===== src/rtl/cpu_pkg.sv =====
// Shared CPU definitions: branch opcodes, branch condition codes, sequencer states
// and the branch-target helper.
package cpu_pkg;

  localparam logic [5:0] OP_BEQ = 6'h04;
  localparam logic [5:0] OP_BNE = 6'h05;
  localparam logic [5:0] OP_BLE = 6'h06;
  localparam logic [5:0] OP_BGT = 6'h07;

  typedef enum logic [1:0] {
    BOP_ET  = 2'b00,
    BOP_NET = 2'b01,
    BOP_GT  = 2'b10,
    BOP_LT  = 2'b11
  } branch_op_e;

  typedef enum logic [1:0] {
    ST_IDLE  = 2'd0,
    ST_CMP   = 2'd1,
    ST_EVAL  = 2'd2,
    ST_WRITE = 2'd3
  } state_e;

  function automatic logic is_branch(input logic [5:0] op);
    return (op == OP_BEQ) || (op == OP_BNE) || (op == OP_BLE) || (op == OP_BGT);
  endfunction

  function automatic branch_op_e decode_op(input logic [5:0] op);
    branch_op_e bop;
    case (op)
      OP_BNE:  bop = BOP_NET;
      OP_BLE:  bop = BOP_LT;
      OP_BGT:  bop = BOP_GT;
      default: bop = BOP_ET;
    endcase
    return bop;
  endfunction

  // Word offset becomes a byte offset; the add wraps modulo 2^32.
  function automatic logic [31:0] branch_target(input logic [31:0] pc4,
                                                input logic [15:0] off);
    return pc4 + {{14{off[15]}}, off, 2'b00};
  endfunction

endpackage


===== src/rtl/branch_cond_eval.sv =====
// Combinational branch condition: maps the condition code and captured ALU flags
// to a taken decision. Flags are used as given, with no consistency check.
module branch_cond_eval
  import cpu_pkg::*;
(
  input  branch_op_e branch_op,
  input  logic       gt,
  input  logic       lt,
  input  logic       et,
  output logic       taken
);

  always_comb begin
    taken = 1'b0;
    case (branch_op)
      BOP_ET:  taken = et;
      BOP_NET: taken = !et;
      BOP_GT:  taken = gt;
      BOP_LT:  taken = lt | et;
      default: taken = 1'b0;
    endcase
  end

endmodule


===== src/rtl/branch_sequencer.sv =====
// Branch sequencer: IDLE -> CMP -> EVAL -> WRITE, requesting an ALU compare and
// producing the next PC. Optional compare timeout via the BRANCH_TIMEOUT_EN macro.
module branch_sequencer
  import cpu_pkg::*;
(
  input  logic        clk,
  input  logic        rst_n,
  input  logic        start,
  input  logic [5:0]  opcode,
  input  logic [15:0] offset,
  input  logic [31:0] pc_plus4,
  input  logic        cmp_valid,
  input  logic        gt,
  input  logic        lt,
  input  logic        et,
  output logic        alu_cmp_req,
  output logic [1:0]  branch_op,
  output logic        pc_write,
  output logic [31:0] pc_next,
  output logic        busy,
  output logic        illegal
`ifdef BRANCH_TIMEOUT_EN
  ,
  output logic        timeout
`endif
);

  state_e     state_q, state_d;
  branch_op_e bop_q, bop_d;
  logic [15:0] offset_q, offset_d;
  logic [31:0] pc4_q, pc4_d;
  logic [31:0] pc_next_q, pc_next_d;
  logic        gt_q, gt_d, lt_q, lt_d, et_q, et_d;
  logic        illegal_q, illegal_d;
  logic        taken;
`ifdef BRANCH_TIMEOUT_EN
  logic [3:0]  tmo_cnt_q, tmo_cnt_d;
  logic        timeout_q, timeout_d;
`endif

  branch_cond_eval u_cond (
    .branch_op (bop_q),
    .gt        (gt_q),
    .lt        (lt_q),
    .et        (et_q),
    .taken     (taken)
  );

  always_comb begin
    state_d   = state_q;
    bop_d     = bop_q;
    offset_d  = offset_q;
    pc4_d     = pc4_q;
    pc_next_d = pc_next_q;
    gt_d      = gt_q;
    lt_d      = lt_q;
    et_d      = et_q;
    illegal_d = 1'b0;
`ifdef BRANCH_TIMEOUT_EN
    tmo_cnt_d = tmo_cnt_q;
    timeout_d = 1'b0;
`endif
    case (state_q)
      ST_IDLE: begin
`ifdef BRANCH_TIMEOUT_EN
        tmo_cnt_d = 4'd0;
`endif
        if (start) begin
          if (is_branch(opcode)) begin
            bop_d    = decode_op(opcode);
            offset_d = offset;
            pc4_d    = pc_plus4;
            state_d  = ST_CMP;
          end else begin
            illegal_d = 1'b1;
          end
        end
      end
      ST_CMP: begin
        if (cmp_valid) begin
          gt_d    = gt;
          lt_d    = lt;
          et_d    = et;
          state_d = ST_EVAL;
        end
`ifdef BRANCH_TIMEOUT_EN
        // Sixteenth CMP cycle without a compare result: fall through not-taken.
        else if (tmo_cnt_q == 4'hF) begin
          pc_next_d = pc4_q;
          timeout_d = 1'b1;
          state_d   = ST_WRITE;
        end else begin
          tmo_cnt_d = tmo_cnt_q + 4'd1;
        end
`endif
      end
      ST_EVAL: begin
        pc_next_d = taken ? branch_target(pc4_q, offset_q) : pc4_q;
        state_d   = ST_WRITE;
      end
      ST_WRITE: begin
        state_d = ST_IDLE;
      end
      default: state_d = ST_IDLE;
    endcase
  end

  always_ff @(posedge clk or negedge rst_n) begin
    if (!rst_n) begin
      state_q   <= ST_IDLE;
      bop_q     <= BOP_ET;
      offset_q  <= '0;
      pc4_q     <= '0;
      pc_next_q <= '0;
      gt_q      <= 1'b0;
      lt_q      <= 1'b0;
      et_q      <= 1'b0;
      illegal_q <= 1'b0;
`ifdef BRANCH_TIMEOUT_EN
      tmo_cnt_q <= '0;
      timeout_q <= 1'b0;
`endif
    end else begin
      state_q   <= state_d;
      bop_q     <= bop_d;
      offset_q  <= offset_d;
      pc4_q     <= pc4_d;
      pc_next_q <= pc_next_d;
      gt_q      <= gt_d;
      lt_q      <= lt_d;
      et_q      <= et_d;
      illegal_q <= illegal_d;
`ifdef BRANCH_TIMEOUT_EN
      tmo_cnt_q <= tmo_cnt_d;
      timeout_q <= timeout_d;
`endif
    end
  end

  assign alu_cmp_req = (state_q == ST_CMP);
  assign pc_write    = (state_q == ST_WRITE);
  assign busy        = (state_q != ST_IDLE);
  assign branch_op   = bop_q;
  assign pc_next     = pc_next_q;
  assign illegal     = illegal_q;
`ifdef BRANCH_TIMEOUT_EN
  assign timeout     = timeout_q;
`endif

endmodule

===== config.mk =====
export PLATFORM = sky130hd
export DESIGN_NAME = branch_sequencer
export DESIGN_NICKNAME = d
export VERILOG_FILES = /design/src/rtl/cpu_pkg.sv /design/src/rtl/branch_cond_eval.sv /design/src/rtl/branch_sequencer.sv
export SDC_FILE = /design/constraint.sdc
export NUM_CORES = 1
export LEC_CHECK = 0
export ABC_AREA = 1
export BUFFER_PORTS_ARGS = -buffer_cell sky130_fd_sc_hd__buf_2
export CORE_MARGIN = 2
export CORE_UTILIZATION = 30
export CTS_CLUSTER_DIAMETER = 150
export DETAILED_ROUTE_END_ITERATION = 8
export GPL_ROUTABILITY_DRIVEN = 0
export PLACE_DENSITY = 0.57
export SYNTH_ARGS = -nofsm -noshare
export SYNTH_HDL_FRONTEND = slang
export SYNTH_HIERARCHICAL = 1
export SYNTH_SLANG_ARGS = --single-unit

===== constraint.sdc =====
create_clock -name clk -period 4.7 [get_ports clk]
set_input_delay 0.47 -clock clk [delete_from_list [all_inputs] [get_ports clk]]
set_output_delay 0.47 -clock clk [all_outputs]
set_load 0.005 [all_outputs]

# Word-level counts from Yosys, hierarchy flattened
# Index checks and enable logic that the tools add are counted.
# W data, S select, Z words.
[op_classes] add_sub_neg=1 eq_ne=13 mux=10 bitwise_logic=1 n_reduce_logical=10
[ops] op="$add A32 B32 Y32" n=1
[ops] op="$mux W32" n=1
[ops] op="$eq A6 B3 Y1 const B" n=4
[ops] op="$eq A2 B2 Y1 const B" n=4
[ops] op="$pmux W2 S4" n=1
[ops] op="$mux W2" n=3
[ops] op="$ne A2 B2 Y1 const B" n=3
[ops] op="$pmux W2 S3" n=1
[ops] op="$reduce_and A3 Y1" n=2
[ops] op="$eq A2 B1 Y1 const B" n=2
[ops] op="$logic_not A2 Y1" n=2
[ops] op="$pmux W1 S4" n=1
[ops] op="$logic_or A1 B1 Y1" n=3
[ops] op="$mux W1" n=3
[ops] op="$reduce_and A2 Y1" n=1
[ops] op="$reduce_bool A2 Y1" n=1
[ops] op="$logic_not A1 Y1" n=1
[ops] op="$or A1 B1 Y1" n=1
[totals] register_bits=88 inputBits=61 output_inout_bits=38 wordCells=44

# Depth between registers and ports, before layout
# Gate-level depths: netlist of the first run.
[depth] ltp_word=7 mapped_depth=13 mapped_depth_nobuf=13

# Modules after synthesis
# Netlist of the first run, hierarchy kept.
[modules_own_cells] module="branch_sequencer" instances=1 cells_per_inst=885 area_each_um2=5959.5 seq_area_each_um2=2202.1
[modules_own_cells] module="branch_cond_eval" instances=1 cells_per_inst=12 area_each_um2=48.8 seq_area_each_um2=0.0

# Least setup slack after synthesis of the first run
# No wires, ideal clock.
[synth_timing] kind="register to register" startpoint="reg offset_q[15]" endpoint="reg pc_next_q[31] (netlist: pc_next[31])" setup_ns=0.117 arrival_ns=1.750 required_time_ns=4.583 slack_ns=2.833 path_stages_with_launch=14 path_buffers=0 period_less_slack_ns=1.867 cell_sequence="dfrtp_1 > ha_1 > nand2_1 > inv_1 > nand2_1 > nand2_1 > nand2_1 > nand2_1 > a21oi_1 > nand2_1 > nand2_1 > nand3_1 > nand2_1 > nand2_1"
[synth_between] elab_chain_len=2
[synth_lines] element="start: declaration" line_no="branch_sequencer.sv:30" source="logic [15:0] offset_q, offset_d;"
[synth_lines] element="start signal: assignment" line_no="branch_sequencer.sv:126" source="offset_q <= offset_d;"
[synth_lines] element="$add A32 B32 Y32" line_no="cpu_pkg.sv:42" source="return pc4 + {{14{off[15]}}, off, 2'b00};"
[synth_lines] element="$mux W32" line_no="branch_sequencer.sv:98" source="pc_next_d = taken ? branch_target(pc4_q, offset_q) : pc4_q;"
[synth_lines] element="end signal: assignment" line_no="branch_sequencer.sv:128" source="pc_next_q <= pc_next_d;"
[synth_lines] element="end: declaration" line_no="branch_sequencer.sv:32" source="logic [31:0] pc_next_q, pc_next_d;"
# Every way passes these cells.
# A chain may end at the register's enable or synchronous reset.

# Final worst setup path of the first run
[layout_timing] startpoint="reg state_q[0]" endpoint="reg pc_next_q[4] (netlist: pc_next[4])"
[layout_between] elab_chain_len=1
[layout_lines] element="start: declaration" line_no="branch_sequencer.sv:28" source="state_e state_q, state_d;"
[layout_lines] element="start signal: assignment" line_no="branch_sequencer.sv:124" source="state_q <= state_d;"
[layout_lines] element="$eq A2 B2 Y1" line_no="branch_sequencer.sv:63" source="case (state_q)"
# Every way passes these cells.

==> results.tsv, run 1 <==
metric	value	unit
pwr-share-seq	0.275	
cts_tree	built	
grt_pass1_wl	26900	um
setup_tns	0	ns
cts_setup_buffers	0	
finalCriticalPeriod	2.39	ns
dr.pass1.iters	6	
grt_setup_unrepaired	false	
final-hold-violation-count	0	
first_global_vias	5333	
drc_errors	0	
io_buffers	98	
die-area	0.0212	mm2
netlist_area	0.00601	mm2
drive_above_1_share	0.163	
p_total	5.21	mW
ys_ff_latch	88	
hpwl	12500	um
clk_latency	0.35	ns
ys_seq_area_frac	0.367	
slew_violations	0	
synth_top_area_frac	0.367	
antenna_found_initial	0	
fp-row-count	51	
fmax	418	MHz
post_cts_resize_count	0	
power_density	737	mW/mm2
routed_wirelength	16000	um
outcome	finished clean	
cp-end-kind	register	
grt_max_degree	49	
switching_share	0.491	
dpl_cell_area	0.00676	mm2
cts_buffers	9	
hold_class	input port to asynchronous set/reset pin	
cts_hold_buf	0	
vias_per_cell	4.35	
final_cells	1258	
core	0.0196	mm2
drtIter0Drc	240	
ys_types	32	
postLayoutSetupSlackWorst	2.31	ns
p_clk_frac	0.145	
p_sw	2.56	mW
num_vias	5476	
syn-instance-count	897	
cts_root_buf	clkbuf_16	
period_share	0.508	
overflow	0	
area.growth.synth_to_final	17.7	%
die_w	146	um
antenna_left	0	
cp.arrival	2.62	ns
dp_slack	2.33	ns
setup_viol	0	
cts_htree_levels	3	
wl_per_cell	12.7	um
initial_core_util	0.307	
nets	1085	
grt.total_usage	0.158	
avgSynthCellArea	6.70	um2
fin_skew	0.00866	ns
synth_nets	993	
cp.required	4.93	ns
start_kind	register	
slew_headroom	0.548	
crit_type	register to register	
drv_cap	0	
die_height	146	um
p_comb_frac	0.580	
num_antenna_cells	0	
fill_cells	2139	
cts_max_path_buffers	2	
cp_max_fo	34	
p_int	2.65	mW
synth.area.top_cells	dfrtp_1 37%, nand2_1 24%, ha_1 7.1%	
fin_area	0.00707	mm2
peakVddDrop	235	uV
synth_warnings	6	
clkSlewWorstSetupHoldPaths	0.07	ns
synth_area_leader_cell	dfrtp_1	
placed_cells	1243	
power.leakage	4.10	nW
cts_sinks	88	
boundaryPins	99	
worst_pin_slew	0.679	ns
==> layer usage <==
layer	wire length, um	share of wire	vias up	GRT usage
met5	0	0	-	0
met4	322	0.020	0	0.0515
met3	548	0.034	20	0.0266
met2	6860	0.43	102	0.242
met1	8300	0.52	2425	0.226
li1	-	-	2929	-
==> synth_stat cells, drive strengths merged <==
library cell  instances
xor2                 11
xnor2                 2
buf                  16
clkbuf                7
and2                  2
nor3                  1
clkinv                3
ha                   34
nand2               402
nand4                 4
dfrtp                88
nor2                 77
nand3                48
o21bai                4
o21ai                33
a21o                  2
inv                 117
fa                    1
nand3b                1
o221ai                1
mux2                  3
a21oi                40
==> worst max-delay path, stage by stage (launching register included) <==
cell      delay (ns)
dfrtp_1         0.40
inv_1           0.12
ha_1            0.37
clkinv_1        0.63
buf_4           0.49
a21oi_1         0.17
a21oi_1         0.08
==> registers in the layout (all words and copies together) (netlist names), 2 cells and up <==
name and count:
pc4_q 32, state_q 2, offset_q 16, branch_op 2
pc_next 32
==> kinds of logic after synthesis <==
family,Yosys count,synth area share
multiplexers,3,0.00562
AO/OA/AOI/OAI,80,0.0729
adder cells (fa/ha/maj),35,0.0741
XOR/XNOR,13,0.0190
buffers and inverters,143,0.0939
AND/OR/NAND/NOR,535,0.368
flip-flops,88,0.367
==> path summary, 6_finish.rpt <==
path / start / endpoint / slack, ns / depth (start not counted)
worst max register to register: state_q[0] / pc_next[4] / 2.31 / 6
worst min-delay path: rst_n / pc_next[28] / 0.09 / 1
min in group clk: pc_plus4[27] / pc4_q[27] / 0.31 / 3
worst max-delay path: state_q[0] / pc_next[4] / 2.31 / 6
max in group asynchronous: rst_n / pc_next[15] / 3.60 / 2
worst min register to register: pc_next[27] / pc_next[27] / 0.49 / 2
==> layout by cell type (no fill, tap or decap), drive strengths merged, types with 6 or more instances in the layout <==
master and count:
a21oi 40, buf 104, clkbuf 10, clkinv 6, dfrtp 88, ha 34
inv 117, nand2 402, nand3 48, nor2 77, o21ai 33, xor2 11
==> final cells by class <==
type	instances	area (um2)	share of cell area
clock inverters	5	66.3	0.00938
well taps	265	332	0.0469
flip-flops and latches	88	2200	0.312
repair buffers	104	538	0.0761
clock buffers	10	239	0.0338
inverters	120	450	0.0637
multi-input cells	666	3240	0.459
==> per-stage QoR <==
step                      hold WS (ns)  utilization
after floorplan                  0.174            -
after global placement           0.465        0.345
after detailed placement         0.473        0.345
after CTS                        0.121        0.361
after global routing             0.146        0.361
final                           0.0928        0.361
==> power groups by stage <==
stage	registers [mW]	logic, mW	clock network (mW)
floorplan	1.34	2.30	0
global placement	1.45	3.00	0
detailed placement	1.45	3.03	0
CTS	1.44	3.05	0.776
global route	1.49	3.48	0.801
finish	1.44	3.02	0.754
Power figures use the tool's default switching activity.
==> run 2: changes to the inputs <==
--- a/config.mk
+++ b/config.mk
@@ -5,14 +5,14 @@
 export SDC_FILE = /design/constraint.sdc
 export NUM_CORES = 1
 export LEC_CHECK = 0
-export ABC_AREA = 1
+export ABC_AREA = 0
 export BUFFER_PORTS_ARGS = -buffer_cell sky130_fd_sc_hd__buf_2
 export CORE_MARGIN = 2
 export CORE_UTILIZATION = 30
 export CTS_CLUSTER_DIAMETER = 150
 export DETAILED_ROUTE_END_ITERATION = 8
 export GPL_ROUTABILITY_DRIVEN = 0
-export PLACE_DENSITY = 0.57
+export PLACE_DENSITY = 0.59
 export SYNTH_ARGS = -nofsm -noshare
 export SYNTH_HDL_FRONTEND = slang
 export SYNTH_HIERARCHICAL = 1
==> constraint.sdc (replaced) <==
create_clock -name clk -period 2.1 [get_ports clk]
set_input_delay 0.21 -clock clk [delete_from_list [all_inputs] [get_ports clk]]
set_output_delay 0.21 -clock clk [all_outputs]
set_load 0.005 [all_outputs]
==> run 2 against run 1 <==
The flow now finishes with violations (negative setup slack). Worst setup slack worse by 3.0 ns. Design area is 4.4% higher. Critical path depth up 5. Sequential power increased by 120%. Clock power increased by 91%. Worst hold slack worse by 0.012 ns. Sequential cell count unchanged. Critical path type unchanged.
==> results.tsv, run 2 <==
metric	value	unit
outcome	finished with violations	
violations	negative setup slack	
die-area	0.0181	mm2
antenna_found_initial	0	
wl_per_cell	15.0	um
cp.required	2.32	ns
initial_core_util	0.307	
synth_commonest_cells	88 x dfrtp_1, 54 x mux2_2, 52 x a21oi_1	
final-hold-violation-count	0	
final_cells	903	
power_density	1740	mW/mm2
placed_cells	870	
boundaryPins	99	
cts_tree	built	
synth_nets	569	
cts_root_buf	clkbuf_16	
drive_above_1_share	0.504	
crit_top_cell	a21o_1	
syn-instance-count	473	
slowest_delay	0.55	ns
synth.area.top_cells	dfrtp_1 43%, mux2_2 12%, ha_1 8.3%	
fin_area	0.00738	mm2
synth_top_area_frac	0.431	
cts_buffers	9	
clkSlewWorstSetupHoldPaths	0.06	ns
die_w	135	um
fp-row-count	47	
synth_edf_count	0	
grt_setup_unrepaired	true	
cp-end-kind	register	
vias_per_cell	4.79	
finalCriticalPeriod	2.80	ns
ys.flop_type	dfrtp_1	
slowest_stage	or4_4	
dp_slack	-0.654	ns
dpl_cell_area	0.00668	mm2
layout_commonest_cell	buf_4	
critical_path_buf_inv_count	0	
slew_violations	0	
synth_area_leader_cell	dfrtp_1	
hold_class	input port to register	
area.growth.synth_to_final	44.3	%
die_height	135	um
synth_warnings	6	
path_delay_family	compound AO/OA/AOI/OAI gates	
drc_errors	0	
cts_htree_levels	3	
antenna_left	0	
cp_cell_sequence	ha_4 > fa_2 > a21o_1 > a21o_1 > a211oi_4 > or4_4 > a21oi_4 > o2111ai_4 > a31oi_2 > xnor2_1 > o221ai_1	
period_share	1.34	
grt_pass1_wl	21400	um
cts_max_path_buffers	2	
cp.arrival	3.02	ns
routed_wirelength	13500	um
hpwl	9870	um
postLayoutSetupSlackWorst	-0.705	ns
worst_pin_slew	0.463	ns
cts_sinks	88	
ys_ff_latch	88	
num_antenna_cells	0	
first_global_vias	4350	
grt_max_degree	53	
core	0.0166	mm2
overflow	0	
drv_cap	0	
crit_type	register to register	
power.leakage	3.65	nW
cp_max_fo	3	
avgSynthCellArea	10.8	um2
num_vias	4329	
fmax	357	MHz
start_kind	register	
nets	775	
grt.total_usage	0.149	
peakVddDrop	823	uV
synth.most_common_cell	dfrtp_1	
setup_viol	23	
ys_seq_area_frac	0.431	
async_flop_share	1.00	
io_buffers	98	
clk_latency	0.35	ns
dr.pass1.iters	4	
fin_skew	0.00752	ns
netlist_area	0.00511	mm2
drtIter0Drc	170	
final_cell_mix	102 x buf_4, 97 x buf_2, 86 x dfrtp_1	
ys_types	55	
slew_headroom	0.687	
-- run 2: cell count changes in the layout (fill, tap and decap cells not counted), sizes merged, moves of 36 or more --
cell   previous run  this run
nand2           402        19
nand3            48         6
inv             117         9
nor2             77        41
buf             104       212
mux2              3        54
-- run 2: worst paths after layout --
kind | startpoint | end | slack (ns) | depth (start not counted)
hold reg to reg | pc4_q[0] | pc4_q[0] | 0.51 | 1
setup / recovery | pc4_q[2] | pc_next[30] | -0.70 | 11
max in group asynchronous | rst_n | offset_q[1] | 1.17 | 3
setup reg to reg | pc4_q[2] | pc_next[30] | -0.70 | 11
hold / removal | pc_plus4[28] | pc4_q[28] | 0.08 | 3
min in group asynchronous | rst_n | illegal | 0.31 | 2
-- run 2: cells by family (layout without fill, tap and decap cells) --
kind of cell             Yosys count  count (layout)  share of synthesized area
multiplexers                      80              80                      0.170
AO/OA/AOI/OAI                    116             116                      0.150
flip-flops                        88              88                      0.431
XOR/XNOR                          26              26                     0.0445
adder cells (fa/ha/maj)           35              35                     0.0871
buffers and inverters             27             237                     0.0198
AND/OR/NAND/NOR                  101             101                     0.0977
-- run 2: cell type report --
type,count,area (um2)
clock buffer,11,233
tap,220,275
sequential,88,2200
clock inverter,4,22.5
fill,1540,9260
multi-input combinational,358,3190
inverter,9,33.8
timing repair buffer,213,1430
-- run 2: layer usage --
layer	vias up	track usage	wire length (um)
met5	-	0	0
met4	0	0.0515	269
met3	18	0.0394	611
met2	85	0.253	6630
met1	2099	0.184	6030
li1	2127	-	-
-- run 2: timing repair --
| item | in CTS | in global routing |
|---|---|---|
| setup buffers | 11 | 7 |
| resized for setup | 28 | 27 |
| pin swaps | 39 | 32 |
| setup endpoints to repair | 23 | 24 |
| hold buffers | 1 | 0 |
| endpoints found under the hold margin | 22 | 0 |
-- run 2: report_power, final --
part	leakage (nW)	total [mW]	switching, mW	internal [mW]
combinational	2.42	8.25	3.87	4.37
sequential	1.10	3.13	0.605	2.53
clock	0.125	1.44	0.646	0.789
total	3.65	12.8	5.12	7.69
-- run 2: through the flow --
step	util	power, mW	hold slack, ns	TNS [ns]
floorplan	-	7.52	-0.0856	-4.74
global placement	0.401	10.3	0.142	-8.69
detailed placement	0.401	10.5	0.148	-9.28
CTS	0.431	12.4	0.0752	-7.82
global route	0.443	13.8	0.0818	-11.60
finish	0.443	12.8	0.0807	-8.75
-- run 2: worst min-delay path: stages --
cell and delay (ns):
buf_2 0.07, nand2_1 0.03, o21ai_0 0.07
==> run 3: changes to the inputs <==
--- a/config.mk
+++ b/config.mk
@@ -12,7 +12,6 @@
 export CTS_CLUSTER_DIAMETER = 150
 export DETAILED_ROUTE_END_ITERATION = 8
 export GPL_ROUTABILITY_DRIVEN = 0
-export PLACE_DENSITY = 0.59
 export SYNTH_ARGS = -nofsm -noshare
 export SYNTH_HDL_FRONTEND = slang
 export SYNTH_HIERARCHICAL = 1
==> run 3 against run 2 <==
The flow still finishes with violations (negative setup slack). Worst hold slack got worse by 0.015 ns. Critical path type unchanged. Final cell count is 1.2% lower. Clock power is 17% higher. Largest power group unchanged. Die area did not move. First-iteration DRC count rose by 18%. Sequential cell count unchanged. Core utilization fell by 0.78 points. Largest cell class unchanged. Global-route usage increased by 0.64 points.
==> results.tsv, run 3 (synthesis results as in run 2) <==
metric	value	unit
met3_usage	0.0364	
busiest_layer	met2	
cts_htree_levels	3	
cp-startpoint	pc4_q[3]	
postLayoutSetupSlackWorst	-0.520	ns
slew_violations	0	
setup_viol	22	
cp-end-kind	register	
grt.total_usage	0.155	
cp_max_fo	3	
antenna_left	0	
clkSlewWorstSetupHoldPaths	0.07	ns
dp_slack	-0.620	ns
gr-usage-met1	0.195	
hold_class	input port to register	
cts_sinks	88	
reg2reg_slack	-0.52	ns
placed_cells	866	
worstReg2RegEnd	pc_next[30]	
grt_pass1_wl	22300	um
io_buffers	98	
final_cell_mix	97 x buf_2, 91 x buf_4, 87 x dfrtp_1	
hpwl	10200	um
slowest_delay	0.53	ns
final-hold-violation-count	0	
grt_setup_unrepaired	true	
antenna_found_initial	1	
dr.pass1.iters	4	
cp_cell_sequence	buf_4 > fa_2 > a21o_1 > a21o_1 > a211oi_2 > or4_4 > a21oi_4 > o2111ai_4 > a31oi_1 > xnor2_1 > o221ai_1	
fp-row-count	47	
cts_tree	built	
critPathCapture	pc_next[30]	
vias_per_cell	4.85	
num_vias	4323	
routed_wirelength	13600	um
core	0.0166	mm2
slowest_stage	or4_4	
crit_top_cell	a21o_1	
cts_root_buf	clkbuf_16	
outcome	finished with violations	
drv_cap	0	
fmax	382	MHz
slew_headroom	0.628	
die-area	0.0181	mm2
die_w	135	um
rr_worst_depth	11	
peakVddDrop	660	uV
drtIter0Drc	201	
drc_errors	0	
drive_above_1_share	0.483	
power.leakage	3.56	nW
grt_max_degree	43	
layout_commonest_cell	buf_2	
worst_pin_slew	0.558	ns
rr_startpoint	pc4_q[3]	
dpl_cell_area	0.00667	mm2
p_total	12.7	mW
area.growth.synth_to_final	41.8	%
power_density	1750	mW/mm2
cts_max_path_buffers	2	
start_kind	register	
crit_type	register to register	
final_cells	892	
violations	negative setup slack	
use_met2	0.264	
cp.required	2.32	ns
finalCriticalPeriod	2.62	ns
fin_area	0.00725	mm2
initial_core_util	0.307	
wl_per_cell	15.3	um
cts_buffers	9	
cp.arrival	2.84	ns
boundaryPins	99	
overflow	0	
fin_skew	0.00821	ns
nets	762	
first_global_vias	4638	
period_share	1.25	
die_height	135	um
clk_latency	0.35	ns
[run 3: changes by cell type in the layout (fill, tap and decap cells not counted), sizes merged]
cell,before,now
clkinv,3,2
clkbuf,11,10
diode,0,1
bufinv,0,1
buf,212,199
inv,9,10
clkinvlp,1,2
[run 3: timing repair]
action | CTS | global route
hold buffers | 1 | 0
setup endpoints to repair | 23 | 24
hold endpoints to repair | 14 | 0
setup buffers | 6 | 3
pin swaps | 27 | 23
gates resized for setup | 19 | 17
[run 3: metal layers]
layer / part of all wire / wire (um)
met5: 0 / 0
met4: 0.018 / 239
met3: 0.042 / 571
met2: 0.48 / 6580
met1: 0.46 / 6220
[run 3: stage by stage]
stage	hold slack (ns)	utilization	TNS (ns)
finish	0.0656	0.436	-7.68
global route	0.0729	0.435	-10.59
CTS	0.0652	0.429	-8.30
detailed placement	0.107	0.401	-9.01
global placement	0.107	0.401	-7.87
floorplan	-0.0856	-	-4.74
[run 3: worst min-delay path by stage]
stage	to	cells after the start	start
floorplan	branch_op[0]	0	rst_n
global placement	pc_next[15]	1	rst_n
detailed placement	pc_next[16]	1	rst_n
CTS	pc4_q[28]	3	pc_plus4[28]
global route	pc4_q[0]	2	pc_plus4[0]
finish	pc4_q[28]	3	pc_plus4[28]
[run 3: area by class of cell]
| cell class | instances | area (um2) |
|---|---|---|
| sequential | 88 | 2200 |
| tap | 220 | 275 |
| timing repair buffer | 200 | 1340 |
| antenna | 1 | 2.50 |
| clock inverter | 6 | 67.6 |
| fill | 1605 | 9390 |
| clock buffer | 10 | 239 |
| inverter | 9 | 33.8 |
| multi-input combinational | 358 | 3090 |
[run 3: power by group]
group          switching [mW]  internal, mW  leakage, nW
clock network           0.719         0.959        0.145
logic                    3.76          4.12         2.31
registers               0.613          2.52         1.11
[run 3: critical path: cells and delay by family, from the launching register on]
kind,cells,cell delay (ns)
buf+inv,1,0.16
fa+ha+maj,1,0.19
simple gates,1,0.53
xor+xnor,1,0.15
compound gates,7,1.04
flops,1,0.42
